**src/rtl/bit_serial_adder.sv**
```systemverilog
// Bit-serial adder: one full-adder bit per clock, LSB first, carry held in a flop.
// Define SERIAL_ADD_OVF_EN to build the two's-complement overflow flag; otherwise ovf is tied 0.
module bit_serial_adder #(
  parameter int WIDTH = 8
) (
  input  logic             clk,
  input  logic             rst_n,
  input  logic             start,
  input  logic [WIDTH-1:0] A,
  input  logic [WIDTH-1:0] B,
  input  logic             Cin,
  output logic             busy,
  output logic             done,
  output logic [WIDTH-1:0] Y,
  output logic             Cout,
  output logic             ovf
);
  localparam int CW = (WIDTH > 1) ? $clog2(WIDTH) : 1;

  typedef enum logic [1:0] {S_IDLE, S_RUN, S_DONE} state_t;

  // {carry_out, sum} of a single bit position
  function automatic logic [1:0] full_add(input logic a, input logic b, input logic c);
    return {((a ^ b) & c) | (a & b), a ^ b ^ c};
  endfunction

  state_t           r_state;
  logic [WIDTH-1:0] r_a, r_b;
  logic             r_c;
  logic [WIDTH-2:0] r_sum;
  logic [CW-1:0]    r_cnt;
  logic             r_busy, r_done, r_cout;
  logic [WIDTH-1:0] r_y;

  logic [1:0]       w_fa;
  logic             w_s, w_cout, w_last;
  logic [WIDTH-1:0] w_next;

  assign w_fa   = full_add(r_a[0], r_b[0], r_c);
  assign w_s    = w_fa[0];
  assign w_cout = w_fa[1];
  // The low WIDTH-1 result bits live in r_sum; the MSB is taken straight from the adder on the last edge.
  assign w_next = {w_s, r_sum};
  assign w_last = (r_state == S_RUN) && (r_cnt == CW'(WIDTH - 1));

  always_ff @(posedge clk or negedge rst_n) begin
    if (!rst_n) begin
      r_state <= S_IDLE;
      r_a     <= '0;
      r_b     <= '0;
      r_c     <= 1'b0;
      r_sum   <= '0;
      r_cnt   <= '0;
      r_busy  <= 1'b0;
      r_done  <= 1'b0;
      r_y     <= '0;
      r_cout  <= 1'b0;
    end else begin
      r_done <= 1'b0;
      case (r_state)
        S_IDLE: begin
          if (start) begin
            r_a     <= A;
            r_b     <= B;
            r_c     <= Cin;
            r_cnt   <= '0;
            r_busy  <= 1'b1;
            r_state <= S_RUN;
          end
        end
        S_RUN: begin
          r_c   <= w_cout;
          r_sum <= w_next[WIDTH-1:1];
          r_a   <= r_a >> 1;
          r_b   <= r_b >> 1;
          r_cnt <= r_cnt + 1'b1;
          if (w_last) begin
            r_y     <= w_next;
            r_cout  <= w_cout;
            r_busy  <= 1'b0;
            r_done  <= 1'b1;
            r_state <= S_DONE;
          end
        end
        S_DONE:  r_state <= S_IDLE;
        default: r_state <= S_IDLE;
      endcase
    end
  end

`ifdef SERIAL_ADD_OVF_EN
  logic r_ovf;

  // r_c still holds the carry into the MSB on the completing edge
  always_ff @(posedge clk or negedge rst_n) begin
    if (!rst_n)      r_ovf <= 1'b0;
    else if (w_last) r_ovf <= r_c ^ w_cout;
  end

  assign ovf = r_ovf;
`else
  assign ovf = 1'b0;
`endif

  assign busy = r_busy;
  assign done = r_done;
  assign Y    = r_y;
  assign Cout = r_cout;
endmodule

```
**config.mk**
```make
export PLATFORM = sky130hd
export DESIGN_NAME = bit_serial_adder
export DESIGN_NICKNAME = d
export VERILOG_FILES = /design/src/rtl/bit_serial_adder.sv
export SDC_FILE = /design/constraint.sdc
export NUM_CORES = 1
export LEC_CHECK = 0
export ABC_AREA = 1
export BUFFER_PORTS_ARGS = -buffer_cell sky130_fd_sc_hd__clkbuf_2
export CAP_MARGIN = 20
export CORE_MARGIN = 3
export CORE_UTILIZATION = 50
export DETAILED_ROUTE_END_ITERATION = 8
export PLACE_DENSITY = 0.83
export SYNTH_ARGS = -nofsm -noshare
export SYNTH_HDL_FRONTEND = slang
export SYNTH_SLANG_ARGS = --single-unit
```
**constraint.sdc**
```tcl
create_clock -name clk -period 1.1 [get_ports clk]
set_input_delay 0.22 -clock clk [delete_from_list [all_inputs] [get_ports clk]]
set_output_delay 0.22 -clock clk [all_outputs]
set_load 0.05 [all_outputs]
```
# After elaboration in Yosys (flattened, before gate mapping)

Index checks and enable logic that the tools add are counted.

Output and inout port bits: 12
Register bits after elaboration: 40
Logic and storage cells: 43
Input port bits: 20

Eq/ne operators: 4
Reduce and logical (&&, ||, !) cells: 7
Mux-type cells: 16
Bitwise operators: 5
Add/subtract/negate cells: 1

Operator list:

| operator                                             | count |
|---|---|
| case mux 8 bit (2 select lines)                      | 2 |
| two-way mux 8 bit                                    | 2 |
| case mux 3 bit (2 select lines)                      | 1 |
| AND reduction 2 bit                                  | 3 |
| two-way mux 1 bit                                    | 5 |
| two-way mux 2 bit                                    | 2 |
| != test 2 bit (second input constant)                | 2 |
| case mux 1 bit (2 select lines)                      | 2 |
| case mux 2 bit (2 select lines)                      | 1 |
| adder 3 x 1 -> 3 bit (second input constant)         | 1 |
| equality test 3 bit (second input constant)          | 1 |
| two-way mux 3 bit                                    | 1 |
| AND reduction 3 bit                                  | 1 |
| AND 1 bit                                            | 2 |
| equality test 2 x 1 -> 1 bit (second input constant) | 1 |
| zero test 2 bit                                      | 1 |
| nonzero test 2 bit                                   | 1 |
| bitwise XOR 1 bit                                    | 2 |
| logical AND 1 bit                                    | 1 |
| OR 1 bit                                             | 1 |

# Depth between registers and ports, before layout

Word-level depth: 4
Gate-level depth with buffers: 8
Depth with buffers taken out: 6

# Worst setup path after synthesis

Ideal clock, no wire load.

Path type: register to register
Start point: register r_cnt[0]
End point: register r_y[0] (netlist: Y[0])
Buffers on the path: 1
Slack: -0.122 ns
Data arrival time: 1.156 ns
Data required time: 1.034 ns
Library setup time: 0.066 ns
Stages on the path, launching flop included: 7
Period minus slack after synthesis: 1.222 ns
Path through: dfrtp_1 > ha_1 > ha_1 > nand2_1 > buf_2 > nand2_1 > nand2_1

Cells in the longest elaborated chain, start to end: 3

RTL lines:

| element                              | line | RTL |
|---|---|---|
| start: declaration                   | 31   | `logic [CW-1:0] r_cnt;` |
| start signal: assignment             | 76   | `r_cnt <= r_cnt + 1'b1;` |
| equality test 3 bit                  | 44   | `assign w_last = (r_state == S_RUN) && (r_cnt == CW'(WIDTH - 1));` |
| logical AND 1 bit                    | 44   |  |
| AND reduction 2 bit (no source line) | -    |  |
| end signal: assignment               | 78   | `r_y <= w_next;` |
| end: declaration                     | 33   | `logic [WIDTH-1:0] r_y;` |

Every way passes these cells.
A chain may end at the register's enable or synchronous reset.

# Final worst setup path

Start point: register r_c
End point: register r_y[7] (netlist: Y[7])

Cells in the longest elaborated chain, start to end: 1

RTL lines:

| element                  | line | RTL |
|---|---|---|
| start: declaration       | 29   | `logic r_c;` |
| start signal: assignment | 65   | `r_c <= Cin;` |
| start signal: assignment | 72   | `r_c <= w_cout;` |
| bitwise XOR 1 bit        | 24   | `return {((a ^ b) & c) \| (a & b), a ^ b ^ c};` |
| named net w_s            | 36   | `logic w_s, w_cout, w_last;` |

The timed path passes the listed nets, and every way through them passes these cells.

==> key figures <==
Synth
  – Syn avg cell area: 8.40 µm²
  – Synthesized area: between 0.0015 and 0.002 mm²
  – Yosys cell types: 17
  – Gate Count Post-Synth: between 200 and 250
  – Yosys top cell by area: dfrtp_1
  – Ranking of synthesized cells by area: dfrtp_1 (52%), nand3_1 (12%), nand2_1 (11%)
  – Syn. warnings: 0
  – Synth Net Count: ~250
  – Seq/Total Area, Yosys: 52.3%
  – Flops & latches, synth: 40
  – Yosys top cell area share: around 52%

Placement
  – Gp weighted congestion: 0.763
  – Port bufs: 30
  – Post-DP HPWL: 2.59 mm
  – Setup slack at placement: -118 ps

Floorplan
  – Die area: about 0.0046 mm²
  – Starting Density: a little over half
  – I/O Pins: 32
  – Cell Rows: 21
  – Die height: approximately 68 µm
  – Die width: between 60 and 70 µm
  – Core footprint: 0.00352 mm²

Pwr
  – Clock power share: between 10% and 20%
  – Comb pwr share: a little under three fifths
  – Reg power frac: between 30% and 40%
  – Sw Share: roughly two fifths
  – Internal power: 5.07 mW
  – Worst IR Drop VDD: roughly 1400 µV
  – PwrDens: around 3200 mW/mm²
  – Switching power: 3.63 mW
  – P_leak: between 1 and 1.5 nW

Detailed routing
  – Iter 0 DRT Violations: between 100 and 150
  – WL per Instance: 13.6 µm
  – Final wirelength: approximately 4.5 mm
  – DRC Markers: 0
  – Via count: 1688
  – Final ANT Viol Nets: 0
  – First drt pass iteration count: 4
  – Vias/cell: about 5.1

Run
  – Maxcap violations: 0

Global route
  – GRT Residual Overflow: 0
  – First-pass GRT wire length: a little under 7 mm
  – Initial antenna violation count: 0
  – Vias in the first global route: around 1500
  – Maximum number of pins on one net before global-route repair: between 40 and 50
  – GRT Util Overall: between 20% and 30%

Min path
  – Hold endpoint: r_b[7]
  – Hold path depth: 3
  – HP Start: B[7]
  – Worst hold path class: in -> reg

Cells and area
  – P&R area growth vs syn: 42.8%
  – Share of cells above drive strength 1: 37.0%
  – Post-layout util: between 70% and 80%
  – Most common cell after layout, fill and taps aside: nand2_1
  – Fillers: 247
  – FF/Latch Area: about 0.001 mm²
  – N_diodes: 0
  – Area of the multi-input gates: just over 800 µm²
  – Final #Nets: 306
  – Most frequent cells in the layout: nand2_1 (44), nand3_1 (41), dfrtp_1 (39), inv_1 (37), clkbuf_2 (19)

Clock network
  – Clk_lat worst skew: 300 ps
  – Max clock buf depth: 2
  – Sink Count: 40
  – Root Driver: clkbuf_8
  – CTS tree: done
  – TritonCTS buffer count: 5
  – CTS clk-pin slew, worst paths: ~80 ps
  – H-tree depth: 2

Critical path
  – R2R cell count: 3
  – Critical path class: reg -> reg
  – Reg2reg start: r_c
  – CP Capture Type: flop
  – CP arrival: 1430 ps
  – Reg2reg end: Y[7]
  – Flop2flop setup slack: -100 ps
  – Worst EP required: 1330 ps
  – CP max FO: 2
  – CP startpoint: r_c
  – Worst setup SP type: flop

Timing
  – Fin crit share: 109%
  – RSZ-0062 raised after global routing: yes
  – Setup Skew: roughly 7.0 ps
  – Final min period: 1200 ps
  – Fin Setup TNS: -847 ps
  – Final WS setup: -96.8 ps
  – Hold Fails Final Rpt: 0
  – Slew Viols, Final: 0
  – Fmax: around 0.84 GHz
  – # setup viols final: 30

Status
  – Status: finished with violations
  – Failing checks: negative setup slack
[layer usage]
layer | GRT usage, % | up-vias | share of wire, %
li1 | - | 814 | -
met1 | 24.6 | 798 | 39
met2 | 35.4 | 65 | 52
met3 | 5.91 | 11 | 6.3
met4 | 5.96 | 0 | 1.8
met5 | 0 | - | 0
[worst max-delay path, stage by stage, from the launching register on]
cell	delay (ps)
dfrtp_1	410
fa_2	570
inv_2	40
o21ai_1	100
[area by class of cell]
cell class | instances | share of cell area [%]
Clock buffer | 6 | 2.65
Clock inverter | 2 | 1.28
Inverter | 42 | 5.86
Multi-Input combinational cell | 135 | 30.3
Sequential cell | 40 | 36.6
Tap cell | 46 | 2.10
Timing Repair Buffer | 59 | 21.2
[how the worst max path moves through the flow]
stage                    end  slack [ps]  depth (start not counted)
global placement        Y[0]         -60                          6
detailed placement      Y[0]        -120                          6
CTS                 r_sum[6]        -120                          3
floorplan               Y[7]         -40                          3
global route          r_b[3]        -130                          5
finish                  Y[7]        -100                          3
[sequential cells by signal, indices dropped and copies added (netlist names)]
register / cells
r_cnt: 3
r_a: 8
Cout: 1
r_sum: 7
Y: 8
done: 1
r_b: 8
busy: 1
r_state: 2
r_c: 1
[synthesized netlist by cell type]
library cell and n:
nand2_1 57, nand3_1 47, dfrtp_1 40, inv_1 40
o21ai_1 16, buf_6 6, buf_2 5, nand2_4 3
buf_4 2, ha_1 2, inv_2 2, nor2_1 2
o21ai_0 2, a21oi_2 1, conb_1 1, fa_1 1
nor2_4 1
[power groups by stage]
| stage | clock [mW] | sequential (mW) | combinational [mW] |
|---|---|---|---|
| final | 1.20 | 2.63 | 4.86 |
| after global routing | 1.28 | 2.69 | 5.31 |
| after detailed placement | 0 | 2.56 | 3.26 |
| after floorplan | 0 | 3.02 | 2.07 |
| after CTS | 1.20 | 2.57 | 4.09 |
| after global placement | 0 | 2.53 | 3.14 |
[through the flow]
step	hold WS [ps]	power [mW]	std cells	cell area [µm²]
finish	124	8.69	330	2740
global route	149	9.28	330	2740
CTS	124	7.86	323	2520
detailed placement	218	5.82	304	2160
global placement	209	5.67	304	2160
floorplan	-75.6	5.09	228	1950
[repair_timing]
item / in CTS / in global routing
setup buffers: 8 / 5
endpoints found under the hold margin: 40 / 0
gates cloned: 2 / 2
pin swaps: 8 / 7
setup endpoints to repair: 44 / 48
hold buffers: 1 / 0
resized for setup: 38 / 39
[kinds of logic (layout without fill, tap and decap cells)]
group,after synthesis,count (layout),share of synthesized area (%)
simple gates,110,112,26.2
compound gates,19,19,5.16
fa+ha+maj,3,3,2.35
other cells,1,1,0.196
flops,40,40,52.3
buf+inv,55,109,13.8
Power figures use the tool's default switching activity.
